File: src/rtl/pipeline_subtractor.sv
// Four-stage 32-bit pipelined subtractor d = a - b - bi, one 8-bit borrow slice per stage.
// Unconsumed operand bytes ride skew registers; finished low bytes travel forward so all bits exit together.
module pipeline_subtractor (
  input  logic        clk,
  input  logic        rst,
  input  logic        en,
  input  logic        in_valid,
  input  logic [31:0] a,
  input  logic [31:0] b,
  input  logic        bi,
  output logic [31:0] d,
  output logic        bo,
  output logic        zero,
  output logic        ov,
  output logic        out_valid
);

  // Returns {borrow_out, diff}: a + ~b + ~borrow_in, borrow_out = ~carry.
  function automatic logic [8:0] sub_slice(input logic [7:0] x, input logic [7:0] y,
                                           input logic bin);
    logic [8:0] t;
    t = {1'b0, x} + {1'b0, ~y} + {8'd0, ~bin};
    return {~t[8], t[7:0]};
  endfunction

  // Stage 1: slice 0
  logic        s1_vld_q, s1_bor_q, s1_z_q;
  logic [7:0]  s1_res_q;
  logic [31:8] s1_a_q, s1_b_q;
  logic [8:0]  s1_d;

  // Stage 2: slice 1
  logic        s2_vld_q, s2_bor_q, s2_z_q;
  logic [15:0] s2_res_q;
  logic [31:16] s2_a_q, s2_b_q;
  logic [8:0]  s2_d;

  // Stage 3: slice 2
  logic        s3_vld_q, s3_bor_q, s3_z_q;
  logic [23:0] s3_res_q;
  logic [31:24] s3_a_q, s3_b_q;
  logic [8:0]  s3_d;

  // Stage 4: slice 3 and flags (these are the output registers)
  logic        vld_q, bo_q, zero_q, ov_q;
  logic [31:0] d_q;
  logic [8:0]  s4_d;
  logic        ov_d;

  always_comb begin
    s1_d = sub_slice(a[7:0], b[7:0], bi);
    s2_d = sub_slice(s1_a_q[15:8], s1_b_q[15:8], s1_bor_q);
    s3_d = sub_slice(s2_a_q[23:16], s2_b_q[23:16], s2_bor_q);
    s4_d = sub_slice(s3_a_q[31:24], s3_b_q[31:24], s3_bor_q);
    ov_d = (s3_a_q[31] ^ s3_b_q[31]) & (s4_d[7] ^ s3_a_q[31]);
  end

  always_ff @(posedge clk or posedge rst) begin
    if (rst) begin
      s1_vld_q <= 1'b0;
      s1_bor_q <= 1'b0;
      s1_z_q   <= 1'b0;
      s1_res_q <= '0;
      s1_a_q   <= '0;
      s1_b_q   <= '0;
      s2_vld_q <= 1'b0;
      s2_bor_q <= 1'b0;
      s2_z_q   <= 1'b0;
      s2_res_q <= '0;
      s2_a_q   <= '0;
      s2_b_q   <= '0;
      s3_vld_q <= 1'b0;
      s3_bor_q <= 1'b0;
      s3_z_q   <= 1'b0;
      s3_res_q <= '0;
      s3_a_q   <= '0;
      s3_b_q   <= '0;
      vld_q    <= 1'b0;
      bo_q     <= 1'b0;
      zero_q   <= 1'b0;
      ov_q     <= 1'b0;
      d_q      <= '0;
    end else if (en) begin
      s1_vld_q <= in_valid;
      s1_bor_q <= s1_d[8];
      s1_z_q   <= (s1_d[7:0] == 8'd0);
      s1_res_q <= s1_d[7:0];
      s1_a_q   <= a[31:8];
      s1_b_q   <= b[31:8];

      s2_vld_q <= s1_vld_q;
      s2_bor_q <= s2_d[8];
      s2_z_q   <= s1_z_q & (s2_d[7:0] == 8'd0);
      s2_res_q <= {s2_d[7:0], s1_res_q};
      s2_a_q   <= s1_a_q[31:16];
      s2_b_q   <= s1_b_q[31:16];

      s3_vld_q <= s2_vld_q;
      s3_bor_q <= s3_d[8];
      s3_z_q   <= s2_z_q & (s3_d[7:0] == 8'd0);
      s3_res_q <= {s3_d[7:0], s2_res_q};
      s3_a_q   <= s2_a_q[31:24];
      s3_b_q   <= s2_b_q[31:24];

      vld_q    <= s3_vld_q;
      bo_q     <= s4_d[8];
      zero_q   <= s3_z_q & (s4_d[7:0] == 8'd0);
      ov_q     <= ov_d;
      d_q      <= {s4_d[7:0], s3_res_q};
    end
  end

  assign d         = d_q;
  assign bo        = bo_q;
  assign zero      = zero_q;
  assign ov        = ov_q;
  assign out_valid = vld_q;

endmodule

File: config.mk
export PLATFORM = sky130hd
export DESIGN_NAME = pipeline_subtractor
export DESIGN_NICKNAME = d
export VERILOG_FILES = /design/src/rtl/pipeline_subtractor.sv
export SDC_FILE = /design/constraint.sdc
export NUM_CORES = 1
export LEC_CHECK = 0
export CAP_MARGIN = 0
export CORE_AREA = 10 10 147 149
export DETAILED_ROUTE_END_ITERATION = 7
export DIE_AREA = 0 0 157 159
export PLACE_DENSITY = 0.76
export SYNTH_ARGS = -nofsm -noshare
export SYNTH_HDL_FRONTEND = slang
export SYNTH_SLANG_ARGS = --single-unit
File: constraint.sdc
create_clock -name clk -period 19.2 [get_ports clk]
set_clock_uncertainty 0.2 [all_clocks]
set_input_delay 3.84 -clock clk [delete_from_list [all_inputs] [get_ports clk]]
set_output_delay 3.84 -clock clk [all_outputs]
set_load 0.05 [all_outputs]
After elaboration in Yosys (flattened, before gate mapping)

Index checks and enable logic that the tools add are counted.

Output and inout port bits: 36
Bits of input ports: 69
Register bits: 189
Logic and storage cells: 53

Add/sub/neg operators: 8
Reductions and logical operators: 4
Bitwise gates (word level): 18

Operators with widths:

| cell                 | count |
|---|---|
| adder 8 x 8 -> 9 bit | 4 |
| adder 9 x 1 -> 9 bit | 4 |
| zero test 8 bit      | 4 |
| inverter 8 bit       | 4 |
| inverter 1 bit       | 8 |
| AND 1 bit            | 4 |
| XOR 1 bit            | 2 |

Logic depth before layout (Yosys ltp)

Gate-level depths: netlist of the first run.

Depth in word-level cells: 5
Gate-level depth with buffers: 9
Gate-level depth less buffers: 9

Worst setup path before layout of the first run

No wires, ideal clock.

Path kind: input to register
Start point: input a[0]
End point: register s1_z_q
Library setup time: 0.101 ns
Arrival: 5.358 ns
Data required time: 18.899 ns
Stages: 9
Buffers on the path: 0
Setup slack: 13.541 ns
Cells stage by stage: inv_1 fa_1 inv_1 fa_1 a21o_1 a21oi_1 xor2_1 o211ai_1 o32ai_1

Cells in the longest elaborated chain, start to end: 3

RTL lines:

| what                   | line | RTL |
|---|---|---|
| start: declaration     | 8    | `input logic [31:0] a,` |
| adder 8 x 8 -> 9 bit   | 22   | `t = {1'b0, x} + {1'b0, ~y} + {8'd0, ~bin};` |
| adder 9 x 1 -> 9 bit   | 22   |  |
| zero test 8 bit        | 86   | `s1_z_q <= (s1_d[7:0] == 8'd0);` |
| end signal: assignment | 86   |  |
| end: declaration       | 27   | `logic s1_vld_q, s1_bor_q, s1_z_q;` |

No other way between the ends.
A chain may end at the register's enable or synchronous reset.

Final worst setup path of the first run

Same ends and word-level chain as after synthesis.

==> flow_metrics.env, run 1 <==
export IMPL_ys_ff_latch=189
export IMPL_yosysTopAreaCell="dfrtp_1"
export IMPL_synth_cells=652
export IMPL_leakage_nw=4.40
export IMPL_worst_slack_ps=13280
export IMPL_worstMarginPinSlew_ps=883
export IMPL_clk_latency_ps=420
export IMPL_synth_ff_type="dfrtp_1"
export IMPL_nets=858
export IMPL_grt_pass1_vias=5291
export IMPL_cts_clk_slew_worst_paths_ps=70
export IMPL_path_max_fanout=3
export IMPL_clock_sinks=189
export IMPL_grt_setup_unrepaired="no"
export IMPL_drt_iter0_markers=249
export IMPL_synth_top_area_share_pct=56.4
export IMPL_core_area_sq_um=18600
export IMPL_seq_area_frac_synth_pct=56.4
export IMPL_hold_viol_final=0
export IMPL_final_setup_tns_ps=0
export IMPL_vias=5158
export IMPL_synth_area_leaders="dfrtp_1, mux2_2, ha_1"
export IMPL_die_w_um=157
export IMPL_synth_nets=757
export IMPL_synth_warnings=0
export IMPL_cts_htree_levels=4
export IMPL_grt_pass1_wl_mm=26.0
export IMPL_synth_edff_count=0
export IMPL_ant_nets=0
export IMPL_routed_wl_mm=15.6
export IMPL_n_antenna_cell=0
export IMPL_antenna_found_initial=0
export IMPL_core_rowCount=50
export IMPL_ys_async_sr_fraction_pct=100
export IMPL_timing_hold_ws_ps=277
export IMPL_cp_data_arrival_time_ps=6040
export IMPL_dp_cells=968
export IMPL_start_util_pct=45.2
export IMPL_port_buffers=104
export IMPL_endpoint_kind="flop"
export IMPL_ys_types=43
export IMPL_setup_viol=0
export IMPL_numCtsBuffers=17
export IMPL_post_cts_resized=0
export IMPL_status="completed"
export IMPL_gp_congestion=0.809
export IMPL_avgViaCountPerCell=5.16
export IMPL_dieArea_sq_um=25000
export IMPL_clock_fmax_ghz=0.169
export IMPL_clk_path_buf_depth=2
export IMPL_min_delay_path_class="reg -> reg"
export IMPL_cp_start_kind="primary input"
export IMPL_ioPinCount=105
export IMPL_dp_hpwl_mm=10.8
export IMPL_cts_hold_fix_buffers=0
export IMPL_cts_root_buf="clkbuf_16"
export IMPL_maxSlewHeadroom_pct=41.2
export IMPL_syn_cell_area_sq_um=8390
export IMPL_layout_drive_gt1_share_pct=24.4
export IMPL_drv_cap=0
export IMPL_fin_crit_ps=5920
export IMPL_gr_total_overflow=0
export IMPL_ir_drop_mv=0.0638
export IMPL_fin_cells=1000
export IMPL_area_growth_syn_to_layout_pct=22.2
export IMPL_fin_util_pct=55.2
export IMPL_cts_tree="built"
export IMPL_dpl_worst_slack_ps=12860
export IMPL_cellPowerDensity_nw_per_um2=130
export IMPL_postSynthAreaPerCell_sq_um=12.9
export IMPL_final_period_utilization_pct=30.8
export IMPL_wire_per_inst_um=15.6
export IMPL_slew_viol_final=0
export IMPL_postCtsSetupRepairBufs=0
export IMPL_required_ps=19330
export IMPL_dr_pass1_iters=4
export IMPL_critPathKind="in -> reg"
export IMPL_grt_max_degree=121
export IMPL_drcViolationCount=0
export IMPL_chipHeight_um=159
export IMPL_grtUsageTotal_pct=12.6
==> final cells by class <==
class                   count  area (sq um)
inverters                  46           180
clock buffers              20           457
multi-input cells         392          3370
flip-flops and latches    189          4730
fillers                  1556          8330
clock inverters            12           158
well taps                 234           293
repair buffers            107          1060
==> routing by layer <==
layer | up-vias | wire (um) | GRT usage, %
met5 | - | 0 | 0
met4 | 0 | 218 | 4.08
met3 | 18 | 749 | 3.59
met2 | 100 | 7420 | 19.9
met1 | 2557 | 7170 | 16.3
li1 | 2483 | - | -
==> synthesized netlist by cell type (2+ instances only) <==
cell type,number
dfrtp_1,189
mux2_2,147
inv_1,45
o21ai_0,42
nand2_1,38
ha_1,28
nor2_1,20
a21oi_1,19
clkbuf_1,15
xnor2_1,13
nor3_1,9
a211oi_1,8
fa_1,8
buf_2,7
a21o_1,6
nor4_1,6
o21bai_1,5
xor2_1,5
o21a_1,4
or3_1,4
a22o_1,3
nor2b_1,3
a2bb2oi_1,2
a31oi_1,2
buf_4,2
nand2b_1,2
o211ai_1,2
o31a_1,2
o41ai_1,2
==> critical path: stages <==
cell             delay, ps
clkdlybuf4s50_1        460
inv_1                   50
fa_1                   460
inv_1                   90
fa_1                   230
a211oi_1               100
o21a_1                 230
o21ai_0                240
nand4_1                130
o32ai_1                220
==> per-stage QoR <==
step           area, sq um  power, W
2_1_floorplan         8390  0.000844
3_3_place_gp          9640  0.000971
6_report             10300   0.00134
4_1_cts              10300   0.00135
5_1_grt              10300   0.00141
3_5_place_dp          9640  0.000982
==> cell usage in the layout (no fill, tap or decap), types with 6 or more instances in the layout <==
master           count
dfrtp_1            189
xnor2_1             13
a21o_1               6
mux2_2             147
a21oi_1             19
clkdlybuf4s50_1    103
a211oi_1             8
ha_1                28
nor2_1              20
nor4_1               6
nand2_1             38
nor3_1               9
inv_1               44
o21ai_0             42
fa_1                 8
clkbuf_16           17
==> sequential cells by signal, summed over array words and instances (netlist names), 8 cells and up <==
register,count
d,32
s1_a_q,24
s1_b_q,24
s3_res_q,24
s2_a_q,16
s2_b_q,16
s2_res_q,16
s1_res_q,8
s3_a_q,8
s3_b_q,8
==> final timing paths <==
path | from | endpoint | slack [ps] | depth (start not counted)
worst max-delay path | a[0] | s1_z_q$_DFFE_PP0P_ | 13280 | 10
worst min-delay path | s1_res_q[0]$_DFFE_PP0P_ | s1_res_q[0]$_DFFE_PP0P_ | 280 | 1
worst max register to register | s1_bor_q$_DFFE_PP0P_ | s2_z_q$_DFFE_PP0P_ | 16440 | 8
worst min register to register | s1_res_q[0]$_DFFE_PP0P_ | s1_res_q[0]$_DFFE_PP0P_ | 280 | 1
max in group asynchronous | rst | s3_res_q[14]$_DFFE_PP0P_ | 13660 | 3
min in group asynchronous | rst | s2_res_q[4]$_DFFE_PP0P_ | 3750 | 2
==> logic make-up after synthesis <==
| family | share of synthesized area [%] |
|---|---|
| flops | 56.4 |
| mux | 19.8 |
| buf+inv | 3.46 |
| fa+ha+maj | 6.08 |
| simple gates | 4.85 |
| compound gates | 7.53 |
| xor+xnor | 1.88 |
==> where the power goes <==
part / switching [W] / internal (W)
Combinational: 0.000244 / 0.000185
Sequential: 0.0000482 / 0.000494
Clock: 0.000151 / 0.000213
No activity file was read; power rests on OpenSTA's default activity.
==> run 2, diff against run 1 <==
--- a/config.mk
+++ b/config.mk
@@ -9,7 +9,7 @@
 export CORE_AREA = 10 10 147 149
 export DETAILED_ROUTE_END_ITERATION = 7
 export DIE_AREA = 0 0 157 159
-export PLACE_DENSITY = 0.76
+export PLACE_DENSITY = 0.79
 export SYNTH_ARGS = -nofsm -noshare
 export SYNTH_HDL_FRONTEND = slang
 export SYNTH_SLANG_ARGS = --single-unit
==> constraint.sdc (replaced) <==
create_clock -name clk -period 5.3 [get_ports clk]
set_clock_uncertainty 0.2 [all_clocks]
set_input_delay 1.06 -clock clk [delete_from_list [all_inputs] [get_ports clk]]
set_output_delay 1.06 -clock clk [all_outputs]
set_load 0.05 [all_outputs]
==> run 2 against run 1 <==
  * Core utilization increased by 0.18 points
  * Critical endpoint unchanged
  * Sequential power increased to 3.6 times the previous value
  * Die area unchanged
  * Sequential share of layout area decreased by 0.15 points
  * Critical path depth decreased by 1
  * Via count decreased by 1.7%
  * Flip-flop and latch count unchanged
  * Routed wire length decreased by 0.53%
==> flow_metrics.env, run 2 (synthesis gave the netlist of run 1 again) <==
export IMPL_whs_path_depth=1
export IMPL_ant_nets=0
export IMPL_required_ps=5420
export IMPL_avgViaCountPerCell=5.06
export IMPL_final_cell_mix="dfrtp_1, mux2_2, clkdlybuf4s50_1, inv_1, o21ai_0"
export IMPL_die_w_um=157
export IMPL_routed_wl_mm=15.5
export IMPL_layout_drive_gt1_share_pct=24.5
export IMPL_gp_congestion=0.779
export IMPL_grt_pass1_vias=5229
export IMPL_n_antenna_cell=0
export IMPL_post_cts_resized=0
export IMPL_port_buffers=104
export IMPL_leakage_nw=4.42
export IMPL_hold_end="s1_res_q[0]$_DFFE_PP0P_"
export IMPL_vias=5069
export IMPL_setup_viol=0
export IMPL_antenna_found_initial=0
export IMPL_fin_cells=1001
export IMPL_ir_drop_mv=0.240
export IMPL_largest_reg_flops=32
export IMPL_dp_hpwl_mm=10.7
export IMPL_grt_max_degree=190
export IMPL_final_setup_tns_ps=0
export IMPL_hold_viol_final=0
export IMPL_min_delay_path_class="reg -> reg"
export IMPL_status="completed"
export IMPL_hold_start="s1_res_q[0]$_DFFE_PP0P_"
export IMPL_dieArea_sq_um=25000
export IMPL_maxSlewHeadroom_pct=30.3
export IMPL_drv_cap=0
export IMPL_postCtsSetupRepairBufs=0
export IMPL_clk_latency_ps=420
export IMPL_dr_pass1_iters=4
export IMPL_core_area_sq_um=18600
export IMPL_grt_setup_unrepaired="no"
export IMPL_fin_total_pwr_w=0.00487
export IMPL_clock_fmax_ghz=0.304
export IMPL_cts_hold_fix_buffers=0
export IMPL_slew_viol_final=0
export IMPL_endpoint_kind="flop"
export IMPL_timing_hold_ws_ps=278
export IMPL_cellPowerDensity_nw_per_um2=473
export IMPL_grt_pass1_wl_mm=26.1
export IMPL_cp_data_arrival_time_ps=3410
export IMPL_worstMarginPinSlew_ps=1050
export IMPL_cts_clk_slew_worst_paths_ps=70
export IMPL_core_rowCount=50
export IMPL_ioPinCount=105
export IMPL_area_growth_syn_to_layout_pct=22.6
export IMPL_dp_cells=969
export IMPL_clock_sinks=189
export IMPL_critPathKind="in -> reg"
export IMPL_chipHeight_um=159
export IMPL_numCtsBuffers=17
export IMPL_path_max_fanout=3
export IMPL_crit_reg2reg_launch="s1_bor_q$_DFFE_PP0P_"
export IMPL_cts_tree="built"
export IMPL_start_util_pct=45.2
export IMPL_worst_slack_ps=2010
export IMPL_drcViolationCount=0
export IMPL_worstReg2RegEnd="s2_z_q$_DFFE_PP0P_"
export IMPL_fin_crit_ps=3290
export IMPL_r2r_cells=8
export IMPL_gr_total_overflow=0
export IMPL_cp_start_kind="primary input"
export IMPL_rrSetupSlack_ps=2580
export IMPL_cts_root_buf="clkbuf_16"
export IMPL_final_period_utilization_pct=62.1
export IMPL_final_common_cell="dfrtp_1"
export IMPL_cts_htree_levels=4
export IMPL_wire_per_inst_um=15.5
export IMPL_drt_iter0_markers=260
export IMPL_nets=859
export IMPL_dpl_worst_slack_ps=1590
export IMPL_clk_path_buf_depth=2
export IMPL_grtUsageTotal_pct=12.8
## run 2: report_power, final
part	internal [W]	switching (W)	leakage [nW]
registers	0.00179	0.000171	2.23
logic	0.000671	0.000876	1.89
clock network	0.000805	0.000554	0.304
total	0.00327	0.00160	4.42
## run 2: through the flow
| stage | util (%) | cell area (sq um) |
|---|---|---|
| 6_report | 55.4 | 10300 |
| 5_1_grt | 55.4 | 10300 |
| 4_1_cts | 55.4 | 10300 |
| 3_5_place_dp | 52.0 | 9660 |
| 3_3_place_gp | 52.0 | 9660 |
| 2_1_floorplan | - | 8400 |
## run 2: how the worst max path moves through the flow
stage	start	endpoint	slack, ps
2_1_floorplan	rst	bo$_DFFE_PP0P_	1610
3_5_place_dp	b[0]	s1_z_q$_DFFE_PP0P_	1590
5_1_grt	b[0]	s1_z_q$_DFFE_PP0P_	1920
6_report	b[0]	s1_z_q$_DFFE_PP0P_	2010
4_1_cts	b[0]	s1_z_q$_DFFE_PP0P_	2040
3_3_place_gp	a[0]	s1_z_q$_DFFE_PP0P_	1800
## run 2: final cells by class
type                       count  area (sq um)
clock inverter                13           189
tap                          234           293
clock buffer                  19           443
multi-input combinational    392          3370
inverter                      46           176
fill                        1524          8290
timing repair buffer         108          1080
sequential                   189          4730
## run 2: critical path, cell delays in order
cell             delay [ps]
clkdlybuf4s50_1         480
fa_1                    230
inv_1                    70
fa_1                    420
a21o_1                  180
a21oi_1                 250
xor2_1                  250
o211ai_1                140
o32ai_1                 310
## run 2: metal layers
metal / part of all wire, % / vias to the layer above / global-route usage [%]
li1: - / 2486 / -
met1: 46 / 2462 / 16.8
met2: 48 / 101 / 20.1
met3: 4.3 / 20 / 3.00
met4: 1.7 / 0 / 5.15
met5: 0 / - / 0
